$ cat src/rtl/en_gen_pkg.sv
// Shared helpers for the multi-channel enable generator.
// EN_GEN_DUTY_EN (when defined) adds a per-channel duty input; this package is the same either way.
package en_gen_pkg;

  localparam int DIV_W_DEF = 16;

  typedef logic [DIV_W_DEF-1:0] div_t;

  // Prescaler terminal count; the caller guarantees an exact division with a result of at least 2.
  function automatic int pre_val(input int clk_hz, input int tick_hz);
    return clk_hz / tick_hz;
  endfunction

  function automatic int pre_width(input int pre);
    return (pre > 2) ? $clog2(pre) : 1;
  endfunction

endpackage

$ cat src/rtl/en_gen_ch.sv
// One divider channel: counts base ticks, emits a 1-clk enable at wrap and a blink mask.
// EN_GEN_DUTY_EN selects a programmable mask length instead of the default 50% mask.
module en_gen_ch #(
  parameter int DIV_W = 16
) (
  input  logic             clk,
  input  logic             rst_n,
  input  logic             clear,
  input  logic             tick,
  input  logic [DIV_W-1:0] div,
`ifdef EN_GEN_DUTY_EN
  input  logic [DIV_W-1:0] duty,
`endif
  output logic             en,
  output logic             mask
);

  logic [DIV_W-1:0] ch_cnt;
  logic [DIV_W-1:0] div_q;
  logic [DIV_W-1:0] cnt_inc;
  logic             at_wrap;
  logic             mask_wrap;
  logic             mask_run;

  assign cnt_inc = ch_cnt + DIV_W'(1);
  assign at_wrap = (ch_cnt == div_q - DIV_W'(1));

  // mask_wrap uses the incoming period because a new div takes effect at the very wrap that loads it.
`ifdef EN_GEN_DUTY_EN
  logic [DIV_W-1:0] duty_q;
  assign mask_wrap = (div != '0) && (duty != '0);
  assign mask_run  = (cnt_inc < duty_q);
`else
  assign mask_wrap = ((div >> 1) != '0);
  assign mask_run  = (cnt_inc < (div_q >> 1));
`endif

  always_ff @(posedge clk) begin
    if (!rst_n || clear) begin
      ch_cnt <= '0;
      div_q  <= div;
`ifdef EN_GEN_DUTY_EN
      duty_q <= duty;
`endif
      en     <= 1'b0;
      mask   <= 1'b0;
    end else if (tick) begin
      if (div_q == '0) begin
        // Channel off: keep polling div on every tick until it becomes nonzero.
        ch_cnt <= '0;
        div_q  <= div;
`ifdef EN_GEN_DUTY_EN
        duty_q <= duty;
`endif
        en     <= 1'b0;
        mask   <= 1'b0;
      end else if (at_wrap) begin
        ch_cnt <= '0;
        div_q  <= div;
`ifdef EN_GEN_DUTY_EN
        duty_q <= duty;
`endif
        en     <= 1'b1;
        mask   <= mask_wrap;
      end else begin
        ch_cnt <= cnt_inc;
        en     <= 1'b0;
        mask   <= mask_run;
      end
    end else begin
      en <= 1'b0;
    end
  end

endmodule

$ cat src/rtl/en_gen_multi.sv
// Multi-channel enable/blink generator: shared prescaler plus NUM_CH divider channels.
// Define EN_GEN_DUTY_EN to add the duty port and programmable mask length.
module en_gen_multi
  import en_gen_pkg::*;
#(
  parameter int CLK_HZ  = 100_000_000,
  parameter int TICK_HZ = 1_000,
  parameter int NUM_CH  = 4,
  parameter int DIV_W   = 16
) (
  input  logic                    clk,
  input  logic                    rst_n,
  input  logic                    run,
  input  logic                    restart,
  input  logic [NUM_CH*DIV_W-1:0] div,
`ifdef EN_GEN_DUTY_EN
  input  logic [NUM_CH*DIV_W-1:0] duty,
`endif
  output logic                    tick_out,
  output logic [NUM_CH-1:0]       en_out,
  output logic [NUM_CH-1:0]       mask_out
);

  localparam int               PRE      = pre_val(CLK_HZ, TICK_HZ);
  localparam int               PRE_W    = pre_width(PRE);
  localparam logic [PRE_W-1:0] PRE_LAST = PRE_W'(PRE - 1);

  logic [PRE_W-1:0] pre_cnt;
  logic             wrap;

  // Channels advance on the same edge as the prescaler wrap so en_out lines up with tick_out.
  assign wrap = run && (pre_cnt == PRE_LAST);

  always_ff @(posedge clk) begin
    if (!rst_n || restart) begin
      pre_cnt  <= '0;
      tick_out <= 1'b0;
    end else begin
      tick_out <= wrap;
      if (run) begin
        pre_cnt <= wrap ? '0 : pre_cnt + PRE_W'(1);
      end
    end
  end

  for (genvar i = 0; i < NUM_CH; i++) begin : g_ch
    en_gen_ch #(
      .DIV_W(DIV_W)
    ) u_ch (
      .clk  (clk),
      .rst_n(rst_n),
      .clear(restart),
      .tick (wrap),
      .div  (div[i*DIV_W +: DIV_W]),
`ifdef EN_GEN_DUTY_EN
      .duty (duty[i*DIV_W +: DIV_W]),
`endif
      .en   (en_out[i]),
      .mask (mask_out[i])
    );
  end

endmodule
$ cat config.mk
export PLATFORM = sky130hd
export DESIGN_NAME = en_gen_multi
export DESIGN_NICKNAME = d
export VERILOG_FILES = /design/src/rtl/en_gen_pkg.sv /design/src/rtl/en_gen_ch.sv /design/src/rtl/en_gen_multi.sv
export SDC_FILE = /design/constraint.sdc
export NUM_CORES = 1
export LEC_CHECK = 0
export ABC_AREA = 1
export BUFFER_PORTS_ARGS = -buffer_cell sky130_fd_sc_hd__buf_2
export CAP_MARGIN = 5
export CORE_MARGIN = 2
export CORE_UTILIZATION = 55
export CTS_BUF_LIST = sky130_fd_sc_hd__clkbuf_4
export DETAILED_ROUTE_END_ITERATION = 10
export GPL_TIMING_DRIVEN = 0
export PLACE_DENSITY = 0.71
export SLEW_MARGIN = 20
export SYNTH_ARGS = -nofsm -noshare
export SYNTH_HDL_FRONTEND = slang
export SYNTH_HIERARCHICAL = 1
export SYNTH_SLANG_ARGS = --single-unit
$ cat constraint.sdc
create_clock -name clk -period 5.4 [get_ports clk]
set_clock_uncertainty 0.05 [all_clocks]
set_input_delay 0.81 -clock clk [delete_from_list [all_inputs] [get_ports clk]]
set_output_delay 0.81 -clock clk [all_outputs]
set_load 0.1 [all_outputs]
After elaboration in Yosys (flattened, before gate mapping)
Index checks and enable logic that the tools add are counted.
- add/sub/neg operators: 9
- order comparisons: 4
- equal/unequal tests: 5
- mux-type cells: 37
- bitwise logic cells: 1
- reductions and logical operators: 24
- operators with widths (cell ; number):
    $mux W16 ; 24
    $add A16 B1 Y16 const B ; 4
    $eq A16 B16 Y1 ; 4
    $logic_not A16 Y1 ; 4
    $lt A16 B15 Y1 ; 4
    $reduce_bool A16 Y1 ; 4
    $sub A16 B1 Y16 const B ; 4
    $add A17 B1 Y17 const B ; 1
    $eq A17 B17 Y1 const B ; 1
    $mux W17 ; 1
    $mux W1 ; 12
    $reduce_bool A3 Y1 ; 4
    $reduce_or A3 Y1 ; 4
    $reduce_and A2 Y1 ; 4
    $reduce_bool A2 Y1 ; 1
    $logic_and A1 B1 Y1 ; 1
    $logic_not A1 Y1 ; 1
    $logic_or A1 B1 Y1 ; 1
    $not A1 Y1 ; 1
- bits in registers: 154
- output and inout bits: 9

Longest topological paths before layout
Gate-level depths: netlist (run 1).
- depth in word-level cells: 6
- depth in mapped cells: 19
- mapped depth without buffers: 18

By module
Netlist (run 1), hierarchy kept.
- modules (own cells, without submodules) (module ; instances ; cells an instance ; area an instance (um^2) ; seq. area each (um^2)):
    en_gen_ch (g_ch[0].u_ch ...) ; 3 ; 375 ; 2657.5 ; 840.8
    en_gen_ch (g_ch[1].u_ch) ; 1 ; 386 ; 2702.6 ; 840.8
    en_gen_multi ; 1 ; 141 ; 963.4 ; 360.3

Least setup slack after synthesis (run 1)
OpenSTA, ideal clock, no wires.
- path type: input port to flip-flop
- from: input run
- to: register g_ch[1].u_ch.mask
- library setup time: 0.141 ns
- arrival: 2.651 ns
- setup slack: 2.558 ns
- cell stages on the path: 10
- path buffers: 2
- cell sequence: buf_4 nand2_1 inv_1 nand3_1 nand3b_1 inv_1 clkinv_1 dlygate4sd3_1 nand2_1 a21oi_1
- word-level cells in the longest chain between the ends: 1
- ends and longest elaborated chain (what ; line ; RTL):
    start: declaration ; en_gen_multi.sv:13 ; input logic run,
    $logic_and A1 B1 Y1 ; en_gen_multi.sv:32 ; assign wrap = run && (pre_cnt == PRE_LAST);
    via wrap ; en_gen_multi.sv:29 ; logic wrap;
    end signal: assignment ; en_gen_ch.sv:64 ; mask <= mask_wrap;
    end signal: assignment ; en_gen_ch.sv:68 ; mask <= mask_run;
    end: declaration ; en_gen_ch.sv:15 ; output logic mask
The timed path passes the listed nets, and every way through them passes these cells.
A chain may end at the register's enable or synchronous reset.

Final worst setup path (run 1)
- from: register pre_cnt[0]
- to: register g_ch[1].u_ch.ch_cnt[6]
- word-level cells in the longest chain between the ends: 2
- ends and longest elaborated chain (what ; line ; RTL):
    start: declaration ; en_gen_multi.sv:28 ; logic [PRE_W-1:0] pre_cnt;
    start signal: assignment ; en_gen_multi.sv:41 ; pre_cnt <= wrap ? '0 : pre_cnt + PRE_W'(1);
    $eq A17 B17 Y1 ; en_gen_multi.sv:32 ;
    $logic_and A1 B1 Y1 ; en_gen_multi.sv:32 ;
    via wrap ; en_gen_multi.sv:29 ;
    end signal: assignment ; en_gen_ch.sv:66 ; ch_cnt <= cnt_inc;
    end: declaration ; en_gen_ch.sv:18 ; logic [DIV_W-1:0] ch_cnt;
The timed path passes the listed nets, and every way through them passes these cells.

==> impl_metrics.tcl, run 1 <==
set metrics [dict create \
    status "complete, no violations" \
    port-buffer-count 75 \
    switching_share 0.299 \
    drtIter0Drc 608 \
    hold_path_end "g_ch[1].u_ch/div_q[0]$_DFFE_PP_" \
    drc_errors 0 \
    combPwrFrac 0.148 \
    synth.area.top_cells "edfxtp_1, dfxtp_1, nand2_1" \
    area_growth_pct 8.84 \
    syn_avg_cell_area_sq_um 7.05 \
    ant_nets 0 \
    period_needed_ns 3.17 \
    maxCapViolCount 0 \
    synthesis.nets 1785 \
    core_area_sq_um 20900 \
    dp_hpwl_um 22200 \
    clock-sinks 154 \
    grt_antenna_before_repair 2 \
    grt_pass1_vias 9719 \
    ys_seq_elements 154 \
    yosysTopAreaCellShare 0.165 \
    ctsHtreeMaxLevel 4 \
    drt-total-wl_um 27500 \
    r2r_end "g_ch[1].u_ch/ch_cnt[6]$_SDFFE_PP0P_" \
    power.leakage_nw 5.71 \
    grt_usage 0.253 \
    initial_core_util 0.557 \
    period_share 0.588 \
    grt_overflow_total 0 \
    cts_tree "built" \
    relSlewSlack 0.468 \
    num_rows 53 \
    startpoint_type "flop" \
    reg2regPathDepth 9 \
    nNetsFinal 1879 \
    yosysSeqAreaShare 0.320 \
    required_ns 5.78 \
    p_seq_frac 0.535 \
    via_per_inst 5.20 \
    worstPathArrival_ns 3.55 \
    synthesis.area_sq_um 11600 \
    holdWs_ns 0.357 \
    vias 10585 \
    hold_viol 0 \
    rsz0062_at_grt "false" \
    wl_per_cell_um 13.5 \
    hp-class "in -> reg" \
    pwr-share-clk 0.317 \
    gp_congestion 0.967 \
    worst-setup-path-type "reg -> reg" \
    die_h_um 149 \
    hold_start "div[16]" \
    layout-drive-gt1-share 0.152 \
    synth.distinct_cells 40 \
    worst_setup_path_end_kind "flop" \
    cts_setup_buffers 0 \
    synth_top_cell_by_area "edfxtp_1" \
    cts_resized 0 \
    cts_buffers 17 \
    drt_pass1_iterations 5 \
    tns_ns 0 \
    synth_cells 1652 \
    cts_buffer_depth 2 \
    p_per_area_nw_per_um2 195 \
    clk_pin_slew_worst_paths_ns 0.16 \
    cts_hold_buffers 0 \
    worst_pin_slew_ns 0.796 \
    fmax_ghz 0.315 \
    min_delay_path_depth 1 \
    slew_violations 0 \
    worst-path-max-fanout 13 \
    max-vdd-ir-drop_v 0.000129 \
    report.final.setup_viol 0 \
    grt_max_degree 18 \
    reg2reg_setup_slack_ns 2.23 \
    die_w_um 149 \
    p_sw_uw 740 \
    critPathLaunch "pre_cnt[0]$_SDFFE_PP0P_" \
    r2r_start "pre_cnt[0]$_SDFFE_PP0P_" \
    pin_count 77 \
    insertion_delay_ns 0.56 \
    dieArea_sq_um 22300 \
    intPower_mw 1.73 \
    yosys_warnings 6 \
    cts-root-buf "clkbuf_4" \
    grt_first_pass_wirelength_um 45700 \
]
==> Yosys cell counts <==
master / count
nand2_1: 456
inv_1: 217
nor2_1: 133
nand3_1: 130
a21oi_1: 94
dfxtp_1: 90
xor2_1: 67
ha_1: 65
edfxtp_1: 64
nand2_2: 62
nor2_2: 29
nand4_1: 28
nor3_1: 23
o21ai_0: 21
nor2_4: 19
nor4_1: 18
xnor2_1: 16
nand3b_1: 15
a21oi_2: 13
inv_2: 10
clkbuf_1: 9
and2_1: 8
nand2_4: 8
clkinv_1: 7
o21ai_1: 6
nand3_2: 5
o21a_1: 5
buf_12: 4
inv_4: 4
o22ai_1: 4
or2_2: 4
a21o_1: 3
o211a_1: 3
xor3_1: 3
dlygate4sd3_1: 2
nor3b_1: 2
o21bai_1: 2
buf_4: 1
buf_6: 1
o211ai_1: 1
==> layout by cell type, fill, tap and decap left out, types with 3 or more instances in the layout <==
cell type and n:
nor2_2 29, xor3_1 3, inv_4 8, o211a_1 3
o21ai_0 21, clkbuf_1 9, nand2_2 62, a21oi_1 94
buf_12 4, a21o_1 3, nand4_1 28, nand3b_1 15
nor2_4 19, o22ai_1 4, edfxtp_1 64, a21oi_2 13
nand3_1 130, nor3_1 23, clkbuf_4 19, buf_2 75
and2_1 8, or2_2 4, nor2_1 133, inv_6 4
nand2_4 8, clkinv_1 7, inv_2 11, o21a_1 5
ha_1 65, nand3_2 5, xnor2_1 16, o21ai_1 6
nor4_1 18, inv_1 217, xor2_1 67, nand2_1 456
dfxtp_1 90, bufinv_16 3
==> cell type report <==
type,count,area [sq um]
inverters,238,903
plain buffers,17,153
well taps,275,344
flip-flops and latches,154,3720
clock inverters,13,161
fillers,2013,8220
diodes,2,5.00
clock buffers,19,143
repair buffers,75,375
multi-input cells,1243,6860
==> registers in the layout, indices dropped and copies added (netlist names) <==
register and count:
g_ch.u_ch/ch_cnt 64, g_ch.u_ch/en 4, tick_out 1, g_ch.u_ch/div_q 64
pre_cnt 17, g_ch.u_ch/mask 4
==> logic make-up after synthesis <==
logic type / Yosys count / synth area share
XOR/XNOR: 86 / 0.0686
AO/OA/AOI/OAI: 152 / 0.0736
buffers and inverters: 255 / 0.0907
flip-flops: 154 / 0.320
adder cells (fa/ha/maj): 65 / 0.0699
AND/OR/NAND/NOR: 940 / 0.377
==> power by group through the flow <==
| stage | combinational, mW | clock, mW | sequential [mW] |
|---|---|---|---|
| 6_report | 0.366 | 0.785 | 1.32 |
| 5_1_grt | 0.417 | 0.860 | 1.33 |
| 4_1_cts | 0.364 | 0.812 | 1.32 |
| 3_5_place_dp | 0.362 | 0 | 1.35 |
| 3_3_place_gp | 0.353 | 0 | 1.35 |
| 2_1_floorplan | 0.268 | 0 | 1.33 |
==> critical path, stage by stage, from the launching register on <==
cell           delay, ns
dfxtp_1             0.41
ha_1                0.24
nand2_1             0.08
nor2_2              0.14
nand3b_1            0.12
inv_1               0.51
clkinv_1            0.39
dlygate4sd3_1       0.87
nand2_1             0.17
a21oi_2             0.06
==> worst max path at each step <==
| stage | endpoint | depth (start not counted) |
|---|---|---|
| final | g_ch[1].u_ch/ch_cnt[6]$_SDFFE_PP0P_ | 9 |
| after detailed placement | g_ch[1].u_ch/ch_cnt[3]$_SDFFE_PP0P_ | 10 |
| after global placement | g_ch[1].u_ch/ch_cnt[15]$_SDFFE_PP0P_ | 10 |
| after floorplan | g_ch[1].u_ch/mask$_SDFFE_PP0P_ | 10 |
| after global routing | g_ch[1].u_ch/div_q[14]$_DFFE_PP_ | 15 |
| after CTS | g_ch[1].u_ch/ch_cnt[15]$_SDFFE_PP0P_ | 9 |
==> metal layers <==
layer	part of all wire	wire (um)	track usage
met1	0.47	12900	0.343
met2	0.47	13000	0.426
met3	0.042	1150	0.0311
met4	0.016	435	0.0710
met5	0	0	0
==> metrics by stage <==
stage               instance area, sq um  utilization  instances  power, mW  worst slack [ns]
CTS                                12700        0.606       2034       2.50              2.21
global placement                   12400        0.592       2002       1.70              1.85
floorplan                          11600            -       1652       1.60              2.56
global route                       12700        0.606       2036       2.61              2.01
finish                             12700        0.606       2036       2.47              2.23
detailed placement                 12400        0.592       2002       1.71              1.83
Note: power is estimated with default switching activity, not from simulation.
==> inputs of run 2 (changes only) <==
- clock period: 5.4 -> 3.1 ns (I/O delays scaled with it)
==> run 2 against run 1 <==
Effect of this change: sequential power is 75% higher; critical endpoint unchanged; global-route usage increased by 0.32 points; total power is 75% higher; hold slack worse by 0.31 ns.
==> impl_metrics.tcl, run 2 (synthesized netlist as in run 1, its figures left out) <==
set metrics [dict create \
    fin_area_sq_um 13000 \
    gp_congestion 0.967 \
    relSlewSlack 0.517 \
    gr-usage-met3 0.0311 \
    worst-setup-path-type "reg -> reg" \
    holdWs_ns 0.0483 \
    wl_per_cell_um 13.5 \
    area_growth_pct 11.7 \
    dieArea_sq_um 22300 \
    hp-class "in -> reg" \
    die_w_um 149 \
    worst_setup_path_end_kind "flop" \
    drt_pass1_iterations 5 \
    required_ns 3.47 \
    vias 10699 \
    worstPathArrival_ns 3.26 \
    grt_antenna_before_repair 2 \
    period_needed_ns 2.89 \
    fin_ws_ns 0.210 \
    tns_ns 0 \
    status "complete, no violations" \
    clock-sinks 154 \
    cts_buffer_depth 2 \
    grt_max_degree 18 \
    cts_tree "built" \
    rsz0062_at_grt "false" \
    cts-root-buf "clkbuf_4" \
    die_h_um 149 \
    grt_first_pass_wirelength_um 46300 \
    ant_nets 0 \
    place_inst 2002 \
    period_share 0.932 \
    max-vdd-ir-drop_v 0.000224 \
    core_area_sq_um 20900 \
    pin_count 77 \
    clk_pin_slew_worst_paths_ns 0.13 \
    worst-path-max-fanout 13 \
    num_rows 53 \
    cts_buffers 17 \
    power.total_mw 4.34 \
    top_usage_layer "met2" \
    maxCapViolCount 0 \
    grt_use_met1 0.346 \
    via_per_inst 5.18 \
    layout-drive-gt1-share 0.154 \
    insertion_delay_ns 0.56 \
    final_common_cell "nand2_1" \
    dp_hpwl_um 22200 \
    initial_core_util 0.557 \
    ctsHtreeMaxLevel 4 \
    pre_cts_slack_ns -0.123 \
    dpl_cell_area_sq_um 12400 \
    instances_no_fill 2066 \
    worst_pin_slew_ns 0.722 \
    report.final.setup_viol 0 \
    drtIter0Drc 534 \
    slew_violations 0 \
    grt_pass1_vias 9842 \
    p_per_area_nw_per_um2 334 \
    cts_setup_buffers 0 \
    startpoint_type "flop" \
    largestRegisters "g_ch.u_ch/ch_cnt (64), g_ch.u_ch/div_q (64), pre_cnt (17)" \
    grt_usage 0.256 \
    drt-total-wl_um 28000 \
    power.leakage_nw 5.83 \
    fill_cells 1973 \
    drc_errors 0 \
    grt_util_met2 0.434 \
    fmax_ghz 0.346 \
    final_util 0.622 \
    grt_overflow_total 0 \
    port-buffer-count 75 \
    layout_common_cells "nand2_1, inv_1, nand3_1" \
    nNetsFinal 1909 \
    hold_viol 0 \
]
-- run 2: path summary, 6_finish.rpt --
check	from	endpoint	slack [ns]	cells after the start
worst max-delay path	pre_cnt[0]$_SDFFE_PP0P_	g_ch[1].u_ch/ch_cnt[6]$_SDFFE_PP0P_	0.21	9
worst min-delay path	div[35]	g_ch[2].u_ch/div_q[3]$_DFFE_PP_	0.05	1
worst max register to register	pre_cnt[0]$_SDFFE_PP0P_	g_ch[1].u_ch/ch_cnt[6]$_SDFFE_PP0P_	0.21	9
worst min register to register	g_ch[2].u_ch/mask$_SDFFE_PP0P_	g_ch[2].u_ch/mask$_SDFFE_PP0P_	0.42	2
-- run 2: per-layer routing --
layer / wire [um] / vias up
met1: 13100 / 4852
met5: 0 / -
met2: 13300 / 235
met3: 1110 / 29
met4: 435 / 0
li1: - / 5583
-- run 2: cell type report --
class                      instances  area, sq um  area share
clock inverter                    13          161      0.0124
multi-input combinational       1243         6880       0.529
antenna                            2         5.00    0.000385
sequential                       154         3730       0.287
inverter                         238          907      0.0698
clock buffer                      19          143      0.0110
timing repair buffer             105          676      0.0520
buffer                            17          153      0.0117
tap                              275          344      0.0265
-- run 2: critical path, cell delays in order, from the launching register on --
cell,delay (ns)
dfxtp_1,0.41
ha_1,0.23
nand2_1,0.08
nor2_2,0.14
nand3b_1,0.17
clkinvlp_4,0.32
clkinv_1,0.28
dlygate4sd3_1,0.85
nand2_1,0.17
a21oi_2,0.06
-- run 2: power by group --
part	switching, mW	total (mW)	internal, mW	leakage [nW]
registers	0.104	2.31	2.20	1.38
clock network	0.774	1.36	0.588	0.170
logic	0.414	0.670	0.256	4.28
total	1.29	4.34	3.05	5.83
-- run 2: timing repair --
action,CTS,global route
gates resized for setup,1,11
endpoints found under the hold margin,21,9
endpoints found under the setup margin,10,35
hold buffers,21,9
==> inputs of run 3 (changes only) <==
- CORE_MARGIN: 2 -> 1.5
- CTS_BUF_LIST: sky130_fd_sc_hd__clkbuf_4 -> sky130_fd_sc_hd__clkbuf_8 sky130_fd_sc_hd__clkbuf_16
==> run 3 against run 2 <==
Effect of this change: non-clock buffer count down 31; hold slack improved by 0.12 ns; critical endpoint is now g_ch[2].u_ch/mask$_SDFFE_PP0P_; total power up 14%; clock power grew 48%; sequential power hardly changed; register-to-register slack better by 0.06 ns; cell area shrank 0.55%; count of clock-buffer cells in the layout decreased by 2; die area shrank 1.3%; via count fell by 1.6%; largest cell class unchanged; setup slack better by 0.059 ns; maximum frequency grew 2.1%.
==> impl_metrics.tcl, run 3 (synthesized netlist as in run 1, its figures left out) <==
set metrics [dict create \
    status "complete, no violations" \
    nNetsFinal 1878 \
    dpl_cell_area_sq_um 12400 \
    wl_per_cell_um 13.4 \
    ant_nets 0 \
    cts_setup_buffers 0 \
    num_antenna_cells 0 \
    drt-total-wl_um 27200 \
    grt_max_degree 18 \
    hold_start "div[32]" \
    startpoint_type "flop" \
    crit_top_cell "nand2_1" \
    cts_buffer_depth 2 \
    insertion_delay_ns 0.43 \
    pre_cts_slack_ns -0.196 \
    dp_hpwl_um 21600 \
    hold_viol 0 \
    power.total_mw 4.96 \
    largestRegisters "g_ch.u_ch/ch_cnt (64), g_ch.u_ch/div_q (64), pre_cnt (17)" \
    gp_congestion 0.903 \
    dieArea_sq_um 22000 \
    die_h_um 148 \
    grt_usage 0.250 \
    worstPathArrival_ns 3.08 \
    worst_pin_slew_ns 0.743 \
    min_delay_path_depth 1 \
    pin_count 77 \
    worst_setup_path_end_kind "flop" \
    drtIter0Drc 567 \
    drc_errors 0 \
    r2r_end "g_ch[2].u_ch/mask$_SDFFE_PP0P_" \
    die_w_um 148 \
    num_rows 53 \
    cp_top_family "simple AND/OR/NAND/NOR gates" \
    place_inst 2002 \
    port-buffer-count 75 \
    cts_tree "built" \
    slew_violations 0 \
    required_ns 3.35 \
    reg2reg_setup_slack_ns 0.27 \
    maxCapViolCount 0 \
    grt_overflow_total 0 \
    vias 10532 \
    instances_no_fill 2033 \
    period_needed_ns 2.83 \
    power.leakage_nw 5.81 \
    report.final.setup_viol 0 \
    layout-drive-gt1-share 0.154 \
    relSlewSlack 0.500 \
    fin_ws_ns 0.268 \
    drt_pass1_iterations 6 \
    cts_buffers 17 \
    hold_path_end "g_ch[2].u_ch/div_q[0]$_DFFE_PP_" \
    rsz0062_at_grt "false" \
    fmax_ghz 0.353 \
    final_common_cell "nand2_1" \
    core_area_sq_um 20900 \
    hp-class "in -> reg" \
    worst-path-max-fanout 5 \
    slowest_stage "dfxtp_1" \
    grt_first_pass_wirelength_um 44200 \
    tns_ns 0 \
    r2r_start "g_ch[2].u_ch/ch_cnt[1]$_SDFFE_PP0P_" \
    ctsHtreeMaxLevel 4 \
    period_share 0.913 \
    worstPathCellList "ha_1 -> nand2_1 -> inv_1 -> nand4_1 -> nor2_1 -> inv_1 -> nor2_1 -> nand3_1 -> xor2_1 -> ha_1 -> nand2_1 -> nor3_1 -> o21ai_0 -> nand3_1 -> nand2_1 -> nand2_1 -> a21oi_1" \
    initial_core_util 0.557 \
    layout_common_cells "nand2_1, inv_1, nor2_1" \
    grt_antenna_before_repair 0 \
    max-vdd-ir-drop_v 0.000318 \
    cts-root-buf "clkbuf_16" \
    clk_pin_slew_worst_paths_ns 0.07 \
    fin_area_sq_um 12900 \
    area_growth_pct 11.1 \
    worst-setup-path-type "reg -> reg" \
    p_per_area_nw_per_um2 384 \
    grt_pass1_vias 9518 \
    via_per_inst 5.18 \
    cp.buffers_inverters 2 \
    crit_cells 17 \
    critPathMaxStageDelay_ns 0.43 \
    clock-sinks 154 \
    reg2regPathDepth 17 \
]
==> run 3: area by class of cell <==
cell class | count | area [sq um]
fillers | 1968 | 7960
multi-input cells | 1243 | 6860
flip-flops and latches | 154 | 3730
inverters | 238 | 907
clock buffers | 17 | 425
repair buffers | 75 | 375
well taps | 275 | 344
plain buffers | 16 | 143
clock inverters | 15 | 136
==> run 3: how the worst max path moves through the flow <==
stage          slack (ns)                                    to                                start
2_1_floorplan        0.60        g_ch[1].u_ch/mask$_SDFFE_PP0P_                                  run
3_3_place_gp        -0.17  g_ch[1].u_ch/ch_cnt[15]$_SDFFE_PP0P_                                  run
3_5_place_dp        -0.20   g_ch[1].u_ch/ch_cnt[4]$_SDFFE_PP0P_                                  run
4_1_cts              0.11        g_ch[0].u_ch/mask$_SDFFE_PP0P_  g_ch[0].u_ch/ch_cnt[0]$_SDFFE_PP0P_
5_1_grt             0.003        g_ch[1].u_ch/mask$_SDFFE_PP0P_  g_ch[1].u_ch/ch_cnt[0]$_SDFFE_PP0P_
6_report             0.27        g_ch[2].u_ch/mask$_SDFFE_PP0P_  g_ch[2].u_ch/ch_cnt[1]$_SDFFE_PP0P_
==> run 3: repair_timing <==
action | CTS | global route
pin swaps | 0 | 0
resized for setup | 1 | 9
hold buffers | 0 | 0
setup endpoints to repair | 10 | 28
==> run 3: routing by layer <==
layer,global-route usage,vias to the layer above,wire [um]
met5,0,-,0
met4,0.0693,0,434
met3,0.0426,35,1270
met2,0.426,213,12700
met1,0.325,4772,12700
li1,-,5512,-
==> run 3: where the power goes <==
part	leakage, nW	switching (mW)	total [mW]	internal [mW]
Sequential	1.38	0.102	2.31	2.20
Clock	0.278	0.845	2.01	1.17
Combinational	4.15	0.407	0.637	0.230
Total	5.81	1.35	4.96	3.60
==> run 3: metrics by stage <==
| step | hold WS, ns | utilization |
|---|---|---|
| detailed placement | 0.408 | 0.592 |
| global route | 0.142 | 0.619 |
| CTS | 0.150 | 0.619 |
| global placement | 0.406 | 0.592 |
| finish | 0.167 | 0.619 |
| floorplan | 0.408 | - |
